## config.mk

```make
export PLATFORM = sky130hd
export DESIGN_NAME = speed_ramp
export DESIGN_NICKNAME = d
export VERILOG_FILES = /design/src/rtl/speed_pkg.sv /design/src/rtl/speed_tick_det.sv /design/src/rtl/speed_ramp.sv
export SDC_FILE = /design/constraint.sdc
export NUM_CORES = 1
export LEC_CHECK = 0
export CORE_MARGIN = 2
export CORE_UTILIZATION = 50
export DETAILED_ROUTE_END_ITERATION = 8
export DONT_BUFFER_PORTS = 1
export GPL_ROUTABILITY_DRIVEN = 0
export HOLD_SLACK_MARGIN = 0.15
export PLACE_DENSITY_LB_ADDON = 0.1
export REMOVE_ABC_BUFFERS = 1
export SLEW_MARGIN = 20
export SYNTH_ARGS = -nofsm -noshare
export SYNTH_HDL_FRONTEND = slang
export SYNTH_SLANG_ARGS = --single-unit
```

## constraint.sdc

```tcl
create_clock -name clk -period 7.9 [get_ports clk]
set_input_delay 1.58 -clock clk [delete_from_list [all_inputs] [get_ports clk]]
set_output_delay 1.58 -clock clk [all_outputs]
set_load 0.01 [all_outputs]
```

## src/rtl/speed_pkg.sv

```systemverilog
// Shared speed-ramp definitions: state encoding, data width, default speed clamp.
// Also consumed by the PWM block's testbench.
package speed_pkg;

    localparam int SPEED_W       = 8;
    localparam int MAX_SPEED_DEF = 200;

    typedef enum logic [1:0] {
        ST_IDLE,
        ST_RAMP_UP,
        ST_RAMP_DOWN
`ifdef SPEED_RAMP_WDOG_EN
        , ST_TRIP
`endif
    } state_t;

    function automatic state_t dir_of(input logic [SPEED_W-1:0] spd, input logic [SPEED_W-1:0] tgt);
        if (spd < tgt)      return ST_RAMP_UP;
        else if (spd > tgt) return ST_RAMP_DOWN;
        else                return ST_IDLE;
    endfunction

endpackage

```

## src/rtl/speed_tick_det.sv

```systemverilog
// Rising-edge detect of the PWM period strobe; tick is valid in the cycle speed_rdy rises.
// Latency: combinational from the input against one registered history bit; no backpressure.
module speed_tick_det (
    input  logic clk,
    input  logic rst_n,
    input  logic speed_rdy,
    output logic tick
);

    logic rdy_q;
    logic rdy_d;

    always_comb rdy_d = speed_rdy;

    always_ff @(posedge clk or negedge rst_n) begin
        if (!rst_n) rdy_q <= 1'b0;
        else        rdy_q <= rdy_d;
    end

    assign tick = speed_rdy & ~rdy_q;

endmodule

```

## src/rtl/speed_ramp.sv

```systemverilog
// Ramps speed_out toward the last commanded target by STEP per PWM period; optional
// watchdog (SPEED_RAMP_WDOG_EN) forces target 0 after WDOG_PERIODS idle periods. Always ready.
import speed_pkg::*;

module speed_ramp #(
    parameter int STEP         = 4,
    parameter int MAX_SPEED    = MAX_SPEED_DEF,
    parameter int WDOG_PERIODS = 50
) (
    input  logic               clk,
    input  logic               rst_n,
    input  logic               cmd_valid,
    output logic               cmd_ready,
    input  logic [SPEED_W-1:0] cmd_speed,
    input  logic               speed_rdy,
    output logic [SPEED_W-1:0] speed_out,
    output logic               at_target,
    output logic               wdog_trip
);

    localparam logic [SPEED_W-1:0] MAX_L  = SPEED_W'(MAX_SPEED);
    localparam logic [SPEED_W:0]   STEP_9 = (SPEED_W+1)'(STEP);

    if (STEP < 1 || STEP > 50 || WDOG_PERIODS < 1 || WDOG_PERIODS > 255) begin : g_bad_cfg
        $error("speed_ramp: STEP or WDOG_PERIODS out of range");
    end

    logic               tick;
    logic               accept;
    logic [SPEED_W-1:0] cmd_clamped;
    logic [SPEED_W:0]   up_sum;
    logic [SPEED_W:0]   dn_diff;

    logic [SPEED_W-1:0] speed_q, speed_d;
    logic [SPEED_W-1:0] target_q, target_d;
    state_t             state_q, state_d;
    logic               at_target_q, at_target_d;
    logic               cmd_ready_q, cmd_ready_d;
    logic               trip_q, trip_d;
`ifdef SPEED_RAMP_WDOG_EN
    localparam logic [7:0] WD_L = 8'(WDOG_PERIODS);
    logic [7:0]         wdog_cnt_q, wdog_cnt_d;
`endif

    speed_tick_det u_tick_det (
        .clk       (clk),
        .rst_n     (rst_n),
        .speed_rdy (speed_rdy),
        .tick      (tick)
    );

    always_comb begin
        accept      = cmd_valid & cmd_ready_q;
        cmd_clamped = (cmd_speed > MAX_L) ? MAX_L : cmd_speed;
        up_sum      = {1'b0, speed_q} + STEP_9;
        dn_diff     = {1'b0, speed_q} - STEP_9;
        cmd_ready_d = 1'b1;
        trip_d      = trip_q;

        // The tick steps against the target held before this edge; a command in the same
        // cycle only lands in target_q and steers the following tick.
        speed_d = speed_q;
        if (tick) begin
            case (state_q)
                ST_RAMP_UP:
                    speed_d = (up_sum > {1'b0, target_q}) ? target_q : up_sum[SPEED_W-1:0];
`ifdef SPEED_RAMP_WDOG_EN
                ST_RAMP_DOWN, ST_TRIP:
`else
                ST_RAMP_DOWN:
`endif
                    speed_d = ($signed(dn_diff) < $signed({1'b0, target_q})) ? target_q
                                                                             : dn_diff[SPEED_W-1:0];
                default: speed_d = speed_q;
            endcase
        end

        target_d = accept ? cmd_clamped : target_q;

`ifdef SPEED_RAMP_WDOG_EN
        wdog_cnt_d = wdog_cnt_q;
        if (accept) begin
            trip_d     = 1'b0;
            wdog_cnt_d = '0;
        end else if (tick && !trip_q) begin
            wdog_cnt_d = wdog_cnt_q + 8'd1;
            if (wdog_cnt_d == WD_L) begin
                trip_d   = 1'b1;
                target_d = '0;
            end
        end
        state_d = trip_d ? ST_TRIP : dir_of(speed_d, target_d);
`else
        state_d = dir_of(speed_d, target_d);
`endif
        at_target_d = (speed_d == target_d);
    end

    always_ff @(posedge clk or negedge rst_n) begin
        if (!rst_n) begin
            speed_q     <= '0;
            target_q    <= '0;
            state_q     <= ST_IDLE;
            at_target_q <= 1'b1;
            cmd_ready_q <= 1'b0;
            trip_q      <= 1'b0;
`ifdef SPEED_RAMP_WDOG_EN
            wdog_cnt_q  <= '0;
`endif
        end else begin
            speed_q     <= speed_d;
            target_q    <= target_d;
            state_q     <= state_d;
            at_target_q <= at_target_d;
            cmd_ready_q <= cmd_ready_d;
            trip_q      <= trip_d;
`ifdef SPEED_RAMP_WDOG_EN
            wdog_cnt_q  <= wdog_cnt_d;
`endif
        end
    end

    assign speed_out = speed_q;
    assign at_target = at_target_q;
    assign cmd_ready = cmd_ready_q;
`ifdef SPEED_RAMP_WDOG_EN
    assign wdog_trip = trip_q;
`else
    assign wdog_trip = 1'b0;
`endif

endmodule

```

# Word-level counts from Yosys, hierarchy flattened
# Cells that the tools add are included.
# word_totals
ff_bits	21
wordCells	27
# classes
add_sub_neg	2
order_cmp	5
n_eq_ne	3
n_mux	8
bitwise_logic	3
# op_table
op	n
$mux 8	5
$pmux 8 s2	1
$add 8x3->9 const B	1
$gt 9x8->1	1
$lt 9x9->1	1
$sub 8x3->9 const B	1
$eq 8x8->1	1
$gt 8x8->1	1
$gt 8x8->1 const B	1
$lt 8x8->1	1
$mux 2	2
$and 1x1->1	2
$eq 2x1->1 const B	1
$eq 2x2->1 const B	1
$not 1->1	1

# Logic depth before layout (Yosys ltp)
# logic_depth
ltp_word	8
depth_mapped	19

# Modules after synthesis
# A second synthesis with hierarchy kept.
# unflattened
cells_unflattened	196
hier_area_um2	1795.5
# modules_own_cells
module	n_inst	cells_each	area_per_inst_um2	seq_area_each_um2
speed_ramp	1	194	1756.7	501.7
speed_tick_det	1	2	38.8	25.0

# Worst setup path before layout
# No wires, ideal clock.
# synth_path
kind	flip-flop to flip-flop
from	register speed_q[5] (netlist: speed_out[5])
to	register state_q[1]
arrival_ns	3.839
required_ns	7.781
path_slack_ns	3.942
stages_incl_launch_ff	18
n_path_buf	1
period_less_slack_ns	3.958
path_cell_list	dfrtp_1 > clkbuf_1 > and3_1 > nand3_1 > xnor2_1 > ha_1 > and3_1 > and3_1 > and4_2 > o21bai_4 > mux2_4 > a221o_1 > ha_1 > a21o_1 > a21o_1 > a21oi_1 > o21a_1 > nor2_1
# synth_between
elab_chain_len	8
# synth_rtl
item	line_no	source
start, declared	speed_ramp.sv:34	logic [SPEED_W-1:0] speed_q, speed_d;
start signal, assigned	speed_ramp.sv:111	speed_q <= speed_d;
$sub 8x3->9 or $add 8x3->9 (tied branches)	speed_ramp.sv:56, speed_ramp.sv:55	
$lt 9x9->1 or $gt 9x8->1 (tied branches)	speed_ramp.sv:72, speed_ramp.sv:66	
$mux 8, on equally long branches	speed_ramp.sv:72, speed_ramp.sv:66	
$pmux 8 s2	speed_ramp.sv:64	case (state_q)
$mux 8 *	speed_ramp.sv:63	if (tick) begin
net speed_d[5]	speed_ramp.sv:34	
$gt 8x8->1	speed_pkg.sv:19	else if (spd > tgt) return ST_RAMP_DOWN;
$mux 2	speed_pkg.sv:19	
$mux 2 *	speed_pkg.sv:18	if (spd < tgt) return ST_RAMP_UP;
net state_d[1]	speed_ramp.sv:36	state_t state_q, state_d;
end signal, assigned	speed_ramp.sv:113	state_q <= state_d;
end, declared	speed_ramp.sv:36	
# The timed path passes the listed nets; every way through them passes the cells marked *.

# Worst setup path in the final report
# layout_path
from	register speed_q[2] (netlist: speed_out[2])
to	register state_q[1]
# layout_between
elab_chain_len	8
# layout_rtl
item	line_no
$sub 8x3->9 or $add 8x3->9 (tied branches)	speed_ramp.sv:56, speed_ramp.sv:55
$lt 9x9->1 or $gt 9x8->1 (tied branches)	speed_ramp.sv:72, speed_ramp.sv:66
$mux 8, on equally long branches	speed_ramp.sv:72, speed_ramp.sv:66
$pmux 8 s2 *	speed_ramp.sv:64
$mux 8 *	speed_ramp.sv:63
net speed_d[1]	speed_ramp.sv:34
$gt 8x8->1	speed_pkg.sv:19
$mux 2	speed_pkg.sv:19
$mux 2 *	speed_pkg.sv:18
net state_d[1]	speed_ramp.sv:36
# Marks and branches as above.

==> impl_results.rst <==
.. list-table::
   :header-rows: 1

   * - Metric
     - Value
   * - Clock sink count
     - 21
   * - Post-Syn Instances
     - 199
   * - EDFF count, synth
     - 0
   * - Worst setup path class
     - flip-flop to flip-flop
   * - Cell area after synthesis
     - 0.00182 mm²
   * - Clock skew
     - 0.00469 ns
   * - Type of element launching the critical path
     - flip-flop
   * - Worst hold-check path type
     - flip-flop to flip-flop
   * - Fraction of final layout cells sized beyond drive strength 1
     - 0.0816
   * - Die width
     - 64.4 µm
   * - Post-cts sizing count
     - 0
   * - Combinational group share of total power
     - 0.685
   * - Crit path top cell by count
     - sky130_fd_sc_hd__ha_1
   * - Pin count of the biggest net entering global routing
     - 22
   * - Post-CTS Setup Inserts
     - 0
   * - Proportion of synthesized chip area in sequential cells
     - 0.289
   * - DRT antenna net count
     - 0
   * - GRT Overall Usage
     - 0.220
   * - Clock tree from TritonCTS
     - yes
   * - Number of iterations in the first detailed-routing pass
     - 4
   * - RSZ-0062 raised after global routing
     - no
   * - Overall power
     - 0.759 mW
   * - Sequential cell fraction of total power
     - 0.250
   * - Setup TNS after final layout
     - 0 ns
   * - Run status
     - completed
   * - Top cell type's share of synthesized area
     - 0.275
   * - Count of cell types in the netlist
     - 53
   * - Crit-path cells
     - inv_1 -> ha_1 -> nor3b_1 -> xor2_1 -> ha_1 -> a22o_1 -> o41ai_2 -> a21bo_1 -> o221ai_2 -> o2bb2ai_1 -> ha_1 -> nor2b_1 -> o21ai_1 -> nand2b_1 -> a21oi_1 -> o21a_1 -> nor2_1
   * - Cell at the slowest stage of the critical path
     - sky130_fd_sc_hd__dfrtp_1
   * - Final number of max-transition violations
     - 0
   * - Most frequent cells after synthesis
     - 25 x sky130_fd_sc_hd__ha_1, 23 x sky130_fd_sc_hd__inv_1, 20 x sky130_fd_sc_hd__dfrtp_1, 12 x sky130_fd_sc_hd__nand2_1, 10 x sky130_fd_sc_hd__nor2_1
   * - Core utilization of the finished layout
     - 0.548
   * - Congestion Overflow GR
     - 0
   * - Net count reported at finish
     - 234
   * - Maximum fanout along the worst path
     - 9
   * - Post-DR vias/cell
     - 5.93
   * - Seq cells post-synth
     - 21
   * - Effective utilization at floorplan
     - 0.533
   * - ANT cells
     - 0
   * - Clock buffer count from CTS
     - 3
   * - Final Hold Violating Endpoints
     - 0
   * - Part of the power in the clock network
     - 0.065
   * - Power spent charging and discharging nets
     - 0.378 mW
   * - Minimum setup slack after placement
     - 3.38 ns
   * - Leak Pwr
     - 0.930 nW
   * - Worst slew margin
     - 0.665
   * - Die Footprint
     - 0.00414 mm²
   * - Initial antenna violation count
     - 0
   * - HPWL after DPL
     - 3350 µm
   * - Total Wirelength
     - 4150 µm
   * - Die Y-Extent
     - 64.4 µm
   * - Data required time of the worst path
     - 8.09 ns
   * - Primary FF master, synth
     - sky130_fd_sc_hd__dfrtp_1
   * - Ratio of final minimum period to clock period
     - 0.574
   * - Clock tree root buffer cell
     - sky130_fd_sc_hd__clkbuf_4
   * - Kind of end point of the critical path
     - flip-flop
   * - Core region area
     - 0.00342 mm²
   * - H-tree level count
     - 1
   * - First-pass GRT wire length
     - 7220 µm
   * - Via Count
     - 1435
   * - Setup violation total in the final timing report
     - 0
   * - Drc violations
     - 0
   * - Async S/R FF share, synth
     - 1.00
   * - Max Clk Rate
     - 220 MHz
   * - Worst setup margin
     - 3.36 ns
   * - WL/cell
     - 17.2 µm
   * - Number of design-rule violations left by the first detailed-router iteration
     - 91
   * - IR drop worst, VDD
     - 0.200 mV
   * - Internal power
     - 0.381 mW
   * - Fraction of power spent switching nets
     - 0.498
   * - Worst-skew pair later-pin latency
     - 0.29 ns
   * - Maximum cell stage delay along the critical path
     - 0.51 ns
   * - Total power per unit cell area
     - 406 mW/mm²
   * - Via count of the first global-routing pass
     - 1479
   * - Clock slew at the register clock pins of the worst setup and hold paths
     - 0.11 ns
   * - Syn avg cell area
     - 9.15 µm²
   * - Number of buffers inserted by hold repair at cts
     - 0
   * - Crit path time final
     - 4.54 ns
   * - Most area-consuming cells after synthesis
     - sky130_fd_sc_hd__dfrtp_1 27%, sky130_fd_sc_hd__ha_1 17%, sky130_fd_sc_hd__mux2i_1 4.9%
   * - Critical path arrival
     - 4.73 ns
   * - Placement row count
     - 21
   * - Input/output buffers
     - 0
   * - Maximum clock insertion buffer count
     - 2
   * - Synth warn
     - 0
   * - Area overhead of the layout relative to synthesis
     - 2.75%
   * - Post-synth top area cell
     - sky130_fd_sc_hd__dfrtp_1
   * - Slew of the pin with the lowest slew margin
     - 0.497 ns
   * - Most frequent cell after synthesis
     - sky130_fd_sc_hd__ha_1
   * - Number of placed I/O pins
     - 23
   * - Max-capacitance violation count
     - 0
## flip-flops by register name, summed over array words and instances, names as in the netlist
signal            count
cmd_ready             1
target_q              8
at_target             1
state_q               2
u_tick_det.rdy_q      1
speed_out             8
## kinds of logic (layout without fill, tap and decap cells)
logic type	count (synthesis)	in the layout	share of synthesized area
AND/OR/NAND/NOR	49	49	0.144
other	2	2	0.00412
AO/OA/AOI/OAI	51	51	0.220
flip-flops	21	21	0.289
XOR/XNOR	8	8	0.0385
buffers and inverters	33	30	0.0742
adder cells (fa/ha/maj)	25	25	0.172
multiplexers	10	10	0.0577
## path summary, 6_finish.rpt
path                                         from                    end  slack, ns  cells after the start
min                         target_q[1]$_DFF_PN0_  target_q[1]$_DFF_PN0_       0.56                      2
min in group asynchronous                   rst_n   state_q[0]$_DFF_PN0_       0.96                      0
min reg2reg                 target_q[1]$_DFF_PN0_  target_q[1]$_DFF_PN0_       0.56                      2
max reg2reg                speed_out[2]$_DFF_PN0_   state_q[1]$_DFF_PN0_       3.36                     17
max in group asynchronous                   rst_n    at_target$_DFF_PN1_       6.77                      0
max                        speed_out[2]$_DFF_PN0_   state_q[1]$_DFF_PN0_       3.36                     17
## metal layers
| metal | vias to the layer above | global-route usage | wire, µm |
|---|---|---|---|
| met5 | - | 0 | 0 |
| met4 | 0 | 0.0665 | 34 |
| met3 | 4 | 0.0176 | 138 |
| met2 | 29 | 0.365 | 2040 |
| met1 | 695 | 0.305 | 1940 |
| li1 | 707 | - | - |
## per-stage QoR
step	cells	hold slack (ns)	instance area (µm²)
3_3_place_gp	238	0.536	1850
2_1_floorplan	191	0.493	1780
5_1_grt	242	0.613	1870
4_1_cts	242	0.566	1870
3_5_place_dp	238	0.541	1850
6_report	242	0.559	1870
## area by class of cell
type | count | area [µm²]
timing repair buffer | 1 | 7.51
sequential | 21 | 527
inverter | 25 | 93.8
clock buffer | 4 | 26.3
tap | 46 | 57.6
fill | 320 | 1540
multi-input combinational | 145 | 1160
## cells in the final DEF, fill, tap and decap left out, types with 4 or more instances in the layout
cell type / count
sky130_fd_sc_hd__ha_1: 25
sky130_fd_sc_hd__inv_1: 23
sky130_fd_sc_hd__dfrtp_1: 20
sky130_fd_sc_hd__nand2_1: 12
sky130_fd_sc_hd__nor2_1: 10
sky130_fd_sc_hd__a21oi_1: 9
sky130_fd_sc_hd__mux2i_1: 9
sky130_fd_sc_hd__xor2_1: 5
sky130_fd_sc_hd__nand3_1: 5
sky130_fd_sc_hd__and3_1: 4
sky130_fd_sc_hd__a21o_1: 4
sky130_fd_sc_hd__o21ai_0: 4
sky130_fd_sc_hd__nor3b_1: 4
sky130_fd_sc_hd__a22oi_1: 4
## power by group through the flow
stage	clock network, mW	registers [mW]	logic [mW]
after floorplan	0	0.172	0.370
after global placement	0	0.191	0.504
after detailed placement	0	0.192	0.513
after CTS	0.0523	0.190	0.518
after global routing	0.0571	0.195	0.584
final	0.0493	0.190	0.520
## worst max-delay path: cells and delay by family (launching register included)
kind / cells / cell delay [ns]
flip-flops: 1 / 0.51
AND/OR/NAND/NOR: 4 / 0.57
buffers and inverters: 1 / 0.18
adder cells (fa/ha/maj): 3 / 0.88
AO/OA/AOI/OAI: 8 / 2.06
XOR/XNOR: 1 / 0.25
No activity file was read; power rests on OpenSTA's default activity.
